--- src/rtl/twiddle_butterfly.sv ---
// Radix-2 DIT butterfly y0=(a+bW)/2, y1=(a-bW)/2 with a 3-stage pipeline,
// round-half-up and saturation, plus frame index / last tagging on the output.
module twiddle_butterfly #(
   parameter int unsigned DW    = 16,
   parameter int unsigned WW    = 16,
   parameter int unsigned WFRAC = 14,
   parameter int unsigned PAIRS = 4,
   localparam int unsigned IW   = (PAIRS > 1) ? $clog2(PAIRS) : 1
) (
   input  logic                 clk,
   input  logic                 rst_n,
   input  logic                 in_valid,
   input  logic signed [DW-1:0] a_real,
   input  logic signed [DW-1:0] a_imag,
   input  logic signed [DW-1:0] b_real,
   input  logic signed [DW-1:0] b_imag,
   input  logic signed [WW-1:0] W_real,
   input  logic signed [WW-1:0] W_imag,
   output logic                 out_valid,
   output logic signed [DW-1:0] y0_real,
   output logic signed [DW-1:0] y0_imag,
   output logic signed [DW-1:0] y1_real,
   output logic signed [DW-1:0] y1_imag,
   output logic [IW-1:0]        out_index,
   output logic                 out_last,
   output logic                 sat_flag
);

   localparam int unsigned PW = DW + WW;
   localparam logic signed [PW:0] Rnd =
      {{(PW - WFRAC + 1){1'b0}}, 1'b1, {(WFRAC - 1){1'b0}}};
   localparam logic signed [DW-1:0] YMax = {1'b0, {(DW - 1){1'b1}}};
   localparam logic signed [DW-1:0] YMin = {1'b1, {(DW - 1){1'b0}}};
   localparam logic [IW-1:0] LastIdx = IW'(PAIRS - 1);

   // Returns {saturated, y} for y = sat((a +/- t + 1) >>> 1).
   function automatic logic [DW:0] round_sat(input logic signed [DW-1:0] a,
                                             input logic signed [DW:0]   t,
                                             input logic                 sub);
      logic signed [DW+1:0] s;
      logic signed [DW+1:0] h;
      s = sub ? ((DW + 2)'(a) - (DW + 2)'(t)) : ((DW + 2)'(a) + (DW + 2)'(t));
      h = (s + (DW + 2)'(1)) >>> 1;
      if (h[DW+1:DW-1] == 3'b000 || h[DW+1:DW-1] == 3'b111) begin
         return {1'b0, h[DW-1:0]};
      end
      return {1'b1, h[DW+1] ? YMin : YMax};
   endfunction

   // Stage 1
   logic                 v1_q;
   logic signed [PW-1:0] p_rr_q, p_ii_q, p_ri_q, p_ir_q;
   logic signed [DW-1:0] a1_re_q, a1_im_q;
   // Stage 2
   logic                 v2_q;
   logic signed [DW:0]   t_re_q, t_im_q;
   logic signed [DW-1:0] a2_re_q, a2_im_q;
   // Stage 3 / outputs
   logic                 out_valid_q;
   logic signed [DW-1:0] y0_re_q, y0_im_q, y1_re_q, y1_im_q;
   logic [IW-1:0]        out_index_q;
   logic                 sat_hit_q;
   logic                 sat_flag_q;

   logic signed [PW:0]   pr_sum, pi_sum;
   logic signed [DW:0]   t_re_d, t_im_d;
   logic [DW:0]          r0_re, r0_im, r1_re, r1_im;
   logic                 sat_any;

   always_comb begin
      pr_sum  = (PW + 1)'(p_rr_q) - (PW + 1)'(p_ii_q) + Rnd;
      pi_sum  = (PW + 1)'(p_ri_q) + (PW + 1)'(p_ir_q) + Rnd;
      // Twiddles lie on the unit circle, so t always fits DW+1 bits.
      t_re_d  = (DW + 1)'(pr_sum >>> WFRAC);
      t_im_d  = (DW + 1)'(pi_sum >>> WFRAC);
      r0_re   = round_sat(a2_re_q, t_re_q, 1'b0);
      r0_im   = round_sat(a2_im_q, t_im_q, 1'b0);
      r1_re   = round_sat(a2_re_q, t_re_q, 1'b1);
      r1_im   = round_sat(a2_im_q, t_im_q, 1'b1);
      sat_any = r0_re[DW] | r0_im[DW] | r1_re[DW] | r1_im[DW];
   end

   always_ff @(posedge clk) begin
      if (!rst_n) begin
         v1_q        <= 1'b0;
         p_rr_q      <= '0;
         p_ii_q      <= '0;
         p_ri_q      <= '0;
         p_ir_q      <= '0;
         a1_re_q     <= '0;
         a1_im_q     <= '0;
         v2_q        <= 1'b0;
         t_re_q      <= '0;
         t_im_q      <= '0;
         a2_re_q     <= '0;
         a2_im_q     <= '0;
         out_valid_q <= 1'b0;
         y0_re_q     <= '0;
         y0_im_q     <= '0;
         y1_re_q     <= '0;
         y1_im_q     <= '0;
         out_index_q <= '0;
         sat_hit_q   <= 1'b0;
         sat_flag_q  <= 1'b0;
      end else begin
         v1_q <= in_valid;
         if (in_valid) begin
            p_rr_q  <= PW'(b_real) * PW'(W_real);
            p_ii_q  <= PW'(b_imag) * PW'(W_imag);
            p_ri_q  <= PW'(b_real) * PW'(W_imag);
            p_ir_q  <= PW'(b_imag) * PW'(W_real);
            a1_re_q <= a_real;
            a1_im_q <= a_imag;
         end

         v2_q <= v1_q;
         if (v1_q) begin
            t_re_q  <= t_re_d;
            t_im_q  <= t_im_d;
            a2_re_q <= a1_re_q;
            a2_im_q <= a1_im_q;
         end

         out_valid_q <= v2_q;
         if (v2_q) begin
            y0_re_q <= r0_re[DW-1:0];
            y0_im_q <= r0_im[DW-1:0];
            y1_re_q <= r1_re[DW-1:0];
            y1_im_q <= r1_im[DW-1:0];
         end
         sat_hit_q  <= v2_q & sat_any;
         sat_flag_q <= sat_flag_q | sat_hit_q;

         if (out_valid_q) begin
            out_index_q <= (out_index_q == LastIdx) ? '0 : out_index_q + IW'(1);
         end
      end
   end

   assign out_valid = out_valid_q;
   assign y0_real   = y0_re_q;
   assign y0_imag   = y0_im_q;
   assign y1_real   = y1_re_q;
   assign y1_imag   = y1_im_q;
   assign out_index = out_index_q;
   assign out_last  = out_valid_q && (out_index_q == LastIdx);
   assign sat_flag  = sat_flag_q;

endmodule

--- config.mk ---
export PLATFORM = sky130hd
export DESIGN_NAME = twiddle_butterfly
export DESIGN_NICKNAME = d
export VERILOG_FILES = /design/src/rtl/twiddle_butterfly.sv
export SDC_FILE = /design/constraint.sdc
export NUM_CORES = 2
export LEC_CHECK = 0
export CORE_ASPECT_RATIO = 1.5
export CORE_UTILIZATION = 59
export CTS_CLUSTER_DIAMETER = 150
export CTS_CLUSTER_SIZE = 30
export DETAILED_ROUTE_END_ITERATION = 16
export GPL_TIMING_DRIVEN = 1
export HOLD_SLACK_MARGIN = 0.05
export PLACE_DENSITY_LB_ADDON = 0.15
export SYNTH_ARGS = -nofsm -noshare
export SYNTH_HDL_FRONTEND = slang
export SYNTH_SLANG_ARGS = --single-unit
--- constraint.sdc ---
create_clock -name clk -period 8.2 [get_ports clk]
set_input_delay 2.46 -clock clk [delete_from_list [all_inputs] [get_ports clk]]
set_output_delay 2.46 -clock clk [all_outputs]
set_load 0.02 [all_outputs]
==> summary.txt <==
hold slack - 0.4745 ns
Detailed Route Iter0 Violations - 2787
first-pass GRT wire length - 252200 um
Yosys cell types - 83
Final Max Tran Viols - 0
crit path capture type - flip-flop
post-synthesis compound-gate area fraction - 8.445%
initial core utilization - 59.77%
Skew-Pair Late Insertion Delay - 0.57 ns
Clk pin slew, worst setup/hold paths - 0.13 ns
Worst R2R Path Depth - 13
via count - 44.51k
CTS buffer count - 14
area share of the largest cell type after synthesis - 37.40%
antenna-violating nets left - 0
Overall Global Routing Usage - 35.20%
Sink Count - 293
status - completed
Avg Inst Size Synth - 8.956 sq um
startpoint types - input pin
maxcap violations - 0
ys flop type - dfxtp_1
First-pass DRT Iterations - 8
DIE AREA - 0.09452 sq mm
clock root buffer - clkbuf_16
period utilisation layout - 98.78%
post-synthesis xor/xnor area fraction - 3.752%
min Tclk post-route - 8.100 ns
Routability Congestion - 0.9950
RSZ-0062 raised after global routing - true
GR Overflow Total - 0
Yosys warnings - 0
r2r endpoint - t_re_q[16]
Slew @ Worst Pin - 1.112 ns
Final nets - 8460
top post-synthesis cells by area - fa_1 37%, ha_1 12%, dfxtp_1 11%
io pins - 168
die span in y - 376.0 um
mux cell area share after synthesis - 2.606%
critical path class - in2reg
die width - 251.4 um
clk buf depth - 3
largest family of logic cells by synthesized area - adder cells
Simple-Gate Fraction of Synth Area - 14.11%
adder-cell share of the synthesized area - 50.06%
EDFF count, synth - 0
slew margin rel. - 25.62%
I/O Buffers - 167
P&R area growth vs syn - 19.27%
DRC viols - 0
final wirelength - 170200 um
R2R Setup Slk - 3.92 ns
Seq/Total Area, Yosys - 10.66%
Fmax - 123.5 MHz
Hold Startpoint - p_ri_q[0]
wire per inst - 21.14 um
layout cells sized above 1 - 14.65%
# setup viols final - 0
Hold Path End - p_ri_q[0]
CP arrival - 8.56 ns
WHS Path Cells - 2
Hold WC Path Type - reg2reg
ys async rst share - 0%
vias in the first global route - 46.72k
Layout Utilization - 71.29%
pin count of the biggest net entering global routing - 101
RR Startpoint - p_ii_q[16]
biggest area consumer among synthesized cells - fa_1
routed vias/inst - 5.530
Synth Register Bits - 293
Mapped Area - 0.05503 sq mm
CTS tree - built
CP required - 8.66 ns
Post-Synthesis Cells - 6144
final hold violations - 0
initial antenna violation count - 7
Placeable Area - 0.09206 sq mm
row count - 136
Mapped Nets - 7802
crit-path max FO - 5
hpwl dp - 132400 um
H-tree levels - 1
Setup Skew - 0.03776 ns
-- layout make-up --
cell class / instances / area, sq um
antenna: 3 / 7.507
clock buffer: 16 / 379.1
clock inverter: 3 / 45.04
fill: 7089 / 26430
inverter: 1230 / 4622
multi-input combinational: 4336 / 44140
sequential: 293 / 5871
tap: 1242 / 1554
timing repair buffer: 927 / 9007
-- through the flow --
step                      instance area, sq um  std cells  setup WS [ns]  TNS (ns)
after CTS                                64130       7976       -0.09972   -0.1591
after detailed placement                 63110       7925        -0.8230    -33.20
after floorplan                          55090       6144       -0.02874  -0.02874
after global placement                   63110       7925        -0.7833    -28.61
final                                    65630       8050         0.1001         0
after global routing                     65620       8047       -0.06332   -0.3225
-- cell usage in the layout, fill, tap and decap left out, types with 44 or more instances in the layout --
cell / count
mux2i_1: 141
nand2b_1: 44
a21o_1: 77
xnor2_1: 154
o21ai_0: 191
and2_1: 474
fa_1: 993
inv_1: 1207
a21oi_1: 237
ha_1: 505
nor2_1: 349
nand2_1: 585
dfxtp_1: 291
clkdlybuf4s50_1: 106
buf_12: 85
xor2_1: 77
buf_4: 625
-- synth_stat cells (all sizes together), types with 6 or more instances --
cell type / number
and3: 12
nand3: 34
nand4: 16
xor2: 80
o41ai: 8
buf: 23
dfxtp: 293
or3: 18
o211ai: 8
o311a: 6
xnor2: 154
a211o: 6
a221oi: 7
maj3: 32
inv: 1230
o21bai: 26
mux2i: 141
clkbuf: 262
fa: 1028
o21ai: 213
nor2b: 21
or2: 11
nor2: 354
nand2b: 44
o31ai: 21
and2: 480
a211oi: 30
ha: 531
a31oi: 16
o21a: 18
a21o: 77
a21oi: 253
nor3: 28
nand2: 595
a2111oi: 7
-- critical path: stages --
cell     delay, ns
buf_4         0.19
buf_12        0.19
nand2_2       0.09
inv_2         0.08
fa_2          0.52
buf_4         0.18
fa_1          0.51
fa_2          0.48
fa_1          0.51
fa_1          0.49
inv_1         0.05
fa_1          0.47
inv_1         0.06
ha_1          0.32
nand3_2       0.13
nor2_2        0.07
a32oi_2       0.26
o41ai_4       0.14
o311a_1       0.39
o21a_1        0.20
o21a_1        0.20
nor2_1        0.12
xor2_1        0.16
buf_4         0.20
o21ai_0       0.08
-- cells by family (layout without fill, tap and decap cells) --
logic type	count (synthesis)	after routing
flops	293	293
xor+xnor	234	234
other cells	0	3
buf+inv	1515	2176
simple gates	1629	1629
fa+ha+maj	1591	1591
compound gates	739	739
mux	143	143
-- what timing repair did --
| item | 4_1_cts | 5_1_grt |
|---|---|---|
| hold buffers | 0 | 0 |
| pin swaps | 21 | 130 |
| endpoints found under the setup margin | 24 | 48 |
| cloned | 9 | 20 |
| setup buffers | 23 | 53 |
| resized for setup | 60 | 260 |
-- routing by layer --
layer / global-route usage (%) / routed length [um]
met2: 60.41 / 82520
met1: 38.16 / 56990
met5: 0 / 57
met3: 5.056 / 10780
met4: 30.34 / 19850
-- state kept, by name, indices dropped and copies added (netlist names), 17 cells and up --
name,cells
p_ii_q,31
p_ir_q,31
p_ri_q,31
p_rr_q,31
t_im_q,17
t_re_q,17
-- worst max-delay path by stage --
stage,startpoint,endpoint,depth (start not counted)
global route,b_real[5],p_ri_q[30],23
CTS,b_imag[11],p_ii_q[30],25
global placement,W_real[3],p_rr_q[22],25
floorplan,b_real[15],p_ri_q[30],24
finish,W_imag[1],p_ri_q[28],25
detailed placement,b_imag[5],p_ii_q[30],25
Power is left out: the tool's default activity adds up to more than one toggle a clock period on the data nets, which glitch-free logic cannot reach.
